### src/rtl/portal_request_mux.sv
// portal_request_mux: per-channel say() FIFOs, round-robin merged into one tagged pipe message stream.
// Define PORTAL_REQUEST_MUX_DROP_CNT_EN to build the saturating refused-call cycle counter.
module portal_request_mux #(
  parameter int NCHAN  = 4,
  parameter int DEPTH  = 4,
  parameter int DATA_W = 32
) (
  input  logic                    CLK,
  input  logic                    RST,
  input  logic [NCHAN-1:0]        say__ENA,
  input  logic [NCHAN*DATA_W-1:0] say_meth,
  input  logic [NCHAN*DATA_W-1:0] say_v,
  output logic [NCHAN-1:0]        say__RDY,
  output logic                    pipe_enq__ENA,
  output logic [2*DATA_W+31:0]    pipe_enq_v,
  input  logic                    pipe_enq__RDY,
  output logic [15:0]             drop_count
);

  localparam int PW = $clog2(DEPTH);
  localparam int CW = (NCHAN > 1) ? $clog2(NCHAN) : 1;

  typedef logic [PW-1:0] ptr_t;
  typedef logic [PW:0]   cnt_t;
  typedef logic [CW-1:0] chan_t;

  localparam cnt_t  FULL = cnt_t'(DEPTH);
  localparam chan_t LAST = chan_t'(NCHAN - 1);

  logic [2*DATA_W-1:0] mem [NCHAN][DEPTH];
  ptr_t                wr_ptr [NCHAN];
  ptr_t                rd_ptr [NCHAN];
  cnt_t                count  [NCHAN];
  logic [15:0]         seq    [NCHAN];
  chan_t               rr_ptr;
  logic [NCHAN-1:0]    push;
  logic [NCHAN-1:0]    pop;
  logic [NCHAN-1:0]    nonempty;
  logic                out_free;
  logic                found;
  chan_t               grant;
  chan_t               idx;

  // Ready comes from the registered count only, so a full FIFO never takes a call even if it pops this cycle.
  always_comb begin
    say__RDY = '0;
    nonempty = '0;
    for (int i = 0; i < NCHAN; i++) begin
      say__RDY[i] = !RST && (count[i] != FULL);
      nonempty[i] = (count[i] != '0);
    end
  end

  assign push     = say__ENA & say__RDY;
  assign out_free = !pipe_enq__ENA || pipe_enq__RDY;

  always_comb begin
    found = 1'b0;
    grant = '0;
    idx   = '0;
    for (int k = 1; k <= NCHAN; k++) begin
      idx = chan_t'((int'(rr_ptr) + k) % NCHAN);
      if (!found && nonempty[idx]) begin
        found = 1'b1;
        grant = idx;
      end
    end
  end

  always_comb begin
    pop = '0;
    if (out_free && found) pop[grant] = 1'b1;
  end

  always_ff @(posedge CLK or posedge RST) begin
    if (RST) begin
      for (int i = 0; i < NCHAN; i++) begin
        wr_ptr[i] <= '0;
        rd_ptr[i] <= '0;
        count[i]  <= '0;
        seq[i]    <= '0;
      end
    end else begin
      for (int i = 0; i < NCHAN; i++) begin
        if (push[i]) wr_ptr[i] <= wr_ptr[i] + ptr_t'(1);
        if (pop[i]) begin
          rd_ptr[i] <= rd_ptr[i] + ptr_t'(1);
          seq[i]    <= seq[i] + 16'd1;
        end
        count[i] <= count[i] + cnt_t'(push[i]) - cnt_t'(pop[i]);
      end
    end
  end

  // Payload storage needs no reset; occupancy is tracked by the counts above.
  always_ff @(posedge CLK) begin
    for (int i = 0; i < NCHAN; i++) begin
      if (push[i]) mem[i][wr_ptr[i]] <= {say_meth[i*DATA_W +: DATA_W], say_v[i*DATA_W +: DATA_W]};
    end
  end

  always_ff @(posedge CLK or posedge RST) begin
    if (RST) begin
      pipe_enq__ENA <= 1'b0;
      pipe_enq_v    <= '0;
      rr_ptr        <= LAST;
    end else if (out_free) begin
      pipe_enq__ENA <= found;
      if (found) begin
        pipe_enq_v <= {16'(grant), seq[grant], mem[grant][rd_ptr[grant]]};
        rr_ptr     <= grant;
      end
    end
  end

`ifdef PORTAL_REQUEST_MUX_DROP_CNT_EN
  logic [15:0] drop_q;

  always_ff @(posedge CLK or posedge RST) begin
    if (RST) begin
      drop_q <= '0;
    end else if ((|(say__ENA & ~say__RDY)) && (drop_q != 16'hFFFF)) begin
      drop_q <= drop_q + 16'd1;
    end
  end

  assign drop_count = drop_q;
`else
  assign drop_count = 16'h0;
`endif

endmodule

### config.mk
export PLATFORM = sky130hd
export DESIGN_NAME = portal_request_mux
export DESIGN_NICKNAME = d
export VERILOG_FILES = /design/src/rtl/portal_request_mux.sv
export SDC_FILE = /design/constraint.sdc
export NUM_CORES = 2
export LEC_CHECK = 0
export ABC_AREA = 1
export CAP_MARGIN = 20
export CORE_MARGIN = 8
export CORE_UTILIZATION = 45
export CTS_CLUSTER_DIAMETER = 30
export DETAILED_ROUTE_END_ITERATION = 10
export SLEW_MARGIN = 40
export SYNTH_ARGS = -nofsm -noshare
export SYNTH_HDL_FRONTEND = slang
export SYNTH_SLANG_ARGS = --single-unit
### constraint.sdc
create_clock -name CLK -period 7.3 [get_ports CLK]
set_input_delay 1.825 -clock CLK [delete_from_list [all_inputs] [get_ports CLK]]
set_output_delay 1.825 -clock CLK [all_outputs]
set_load 0.01 [all_outputs]
==> impl_metrics.csv <==
group,metric,value,unit
outcome,outcome,"complete, no violations",
synthesis,syn_area_per_cell,10.58,µm²
synthesis,ys_seq_area_share,68.54,%
sta,whs,0.4699,ns
route,via_per_inst,5.357,
clocking,cts_sinks,1201,
cells_and_area,drive_gt1_share,9.923,%
place,placed_cell_area,56150,µm²
grt,grt_pass1_vias,37230,
sta,min_period_over_period,71.50,%
sta,finClkSkew,0.07528,ns
worst_setup_path,worstPathRequired,5.48,ns
synthesis,synth_top_flop_cell,"edfxtp_1",
route,dr.first_iter.drc_count,3731,
grt,grt_overflow,0,
route,remaining_drc_errors,0,
sta,timing.fmax,191.6,MHz
sta,period_minus_slack,5.219,ns
place,pre_cts_ws,2.061,ns
synthesis,syn_inst,4852,
sta,fin_ws,2.081,ns
cells_and_area,final_cell_area,65480,µm²
clocking,hold_buffers,0,
die,dieArea,125100,µm²
worst_hold_path,min_path_type,"reg -> reg",
cells_and_area,nFillCells,9356,
place,hpwl,88.27,mm
clocking,numCtsBuffers,283,
synthesis,syn_area,51330,µm²
clocking,clockRootBuffer,"clkbuf_16",
die,num_rows,124,
worst_setup_path,cp.arrival,3.39,ns
run,maxCapViolCount,0,
die,io_pins,380,
synthesis,ys_types,40,
synthesis,yosys_warnings,0,
route,first_pass_iters,6,
sta,fin_setup_tns,0,ns
sta,grt_setup_unrepaired,"false",
grt,grt_pass1_wl,239.2,mm
clocking,cts_tree,"yes",
worst_setup_path,crit_type,"in -> out",
cells_and_area,finalNetCount,5562,
worst_setup_path,crit_path_end_kind,"primary output",
sta,drv_slew,0,
route,antenna_left,0,
die,core,113700,µm²
clocking,h-tree-depth,5,
worst_setup_path,setup.worst_path.start_class,"primary input",
synthesis,yosys_register_bits,1201,
sta,worst_pin_slew,0.9065,ns
clocking,cts.path.max_buffers,4,
clocking,clkTransAtPathRegs,0.05,ns
route,routedWlPerCell,23.08,µm
synthesis,synth_edf_count,1024,
synthesis,synth_top_area_share,59.90,%
route,num_vias,37550,
place,io_buffers,349,
clocking,ctsResizeCount,0,
worst_setup_path,crit_fanout,5,
sta,setup_viol,0,
sta,relSlewSlack,39.57,%
synthesis,async_reset_ff_share,14.74,%
synthesis,synth_area_leaders,"edfxtp_1, nand2_1, dfrtp_1",
grt,grt_use_total,25.20,%
die,die_x,353.7,µm
cells_and_area,area_delta_synth_final,27.56,%
grt,grt_antenna_before_repair,33,
grt,grt_max_degree,158,
die,die_y,353.7,µm
die,initial_utilization,45.14,%
route,totalWireLength,161.8,mm
place,place_congestion,0.8242,
clocking,worstSkewPairLatency,0.87,ns
clocking,cts_setup_buffers,0,
sta,hold_viol,0,
synthesis,yosys.area.top_type,"edfxtp_1",
==> layout make-up <==
class / instances / area, µm² / share of cell area [%]
Antenna cell: 26 / 65.06 / 0.09937
Clock buffer: 347 / 7569 / 11.56
Clock inverter: 143 / 1654 / 2.526
Inverter: 100 / 387.9 / 0.5924
Multi-Input combinational cell: 3263 / 14460 / 22.08
Sequential cell: 1201 / 35180 / 53.73
Tap cell: 1512 / 1892 / 2.889
Timing Repair Buffer: 418 / 4273 / 6.526
==> Yosys cell counts (all sizes together), types with 3 or more instances <==
library cell and count:
xor2 46, a41oi 11, nand4 10, buf 278, clkbuf 39, inv 99, nor2 207, xnor2 28
o22ai 4, fa 4, nor3 19, a31oi 3, o21ai 16, dfrtp 175, edfxtp 1024, a21oi 18
nand3 794, a22oi 9, nand2 2032, ha 28
==> sequential cells by signal, indices dropped and copies added, names as in the netlist <==
register,cells
mem,1024
rr_ptr,2
pipe_enq__ENA,1
wr_ptr,8
rd_ptr,8
count,12
seq,64
pipe_enq_v,82
==> metal layers <==
layer  share of wire, %  up-vias  GRT usage (%)
li1                   -    17260              -
met1                 41    18300          33.05
met2                 48     1649          41.29
met3                8.5      330          5.637
met4                2.7       14          8.998
met5              0.059        -              0
==> critical path, stage by stage <==
cell	delay, ns
clkdlybuf4s50_1	0.60
a21oi_1	0.35
clkdlybuf4s50_1	0.61
==> cell usage in the layout (no fill, tap or decap), types with 29 or more instances in the layout <==
cell type / count
buf_4: 36
bufinv_16: 30
clkbuf_1: 45
clkbuf_16: 288
clkdlybuf4s50_1: 349
clkinv_2: 33
clkinvlp_4: 29
conb_1: 30
dfrtp_1: 175
edfxtp_1: 1024
inv_1: 94
nand2_1: 2023
nand3_1: 789
nor2_1: 182
xor2_1: 46
==> kinds of logic after synthesis <==
group / after synthesis / share of synthesized area (%)
AOI/OAI and AO/OA: 62 / 0.7629
xor gates and xnor gates: 74 / 1.263
adders and majority gates: 32 / 0.8385
buffers and inverters: 417 / 3.961
DFF: 1201 / 68.54
other: 1 / 0.007305
and+or+nand+nor: 3065 / 24.63
==> metrics by stage <==
step           std cells  utilization, %
2_1_floorplan       4881               -
3_3_place_gp        6490           49.25
3_5_place_dp        6493           49.37
4_1_cts             6983           57.48
5_1_grt             6997           57.55
6_report            7010           57.58
==> path summary, 6_finish.rpt <==
| kind | startpoint | to | slack [ns] | cells after the start |
|---|---|---|---|---|
| max | RST | say__RDY[2] | 2.08 | 3 |
| min | seq[47] | seq[47] | 0.47 | 1 |
| max reg2reg | rr_ptr[0] | pipe_enq_v[46] | 2.33 | 17 |
| min reg2reg | seq[47] | seq[47] | 0.47 | 1 |
| max in group asynchronous | RST | pipe_enq_v[54] | 4.52 | 3 |
| min in group asynchronous | RST | pipe_enq_v[34] | 1.68 | 2 |
Power is not shown: default switching activity piles up to over one toggle a cycle in this logic, so the estimate is an artifact.
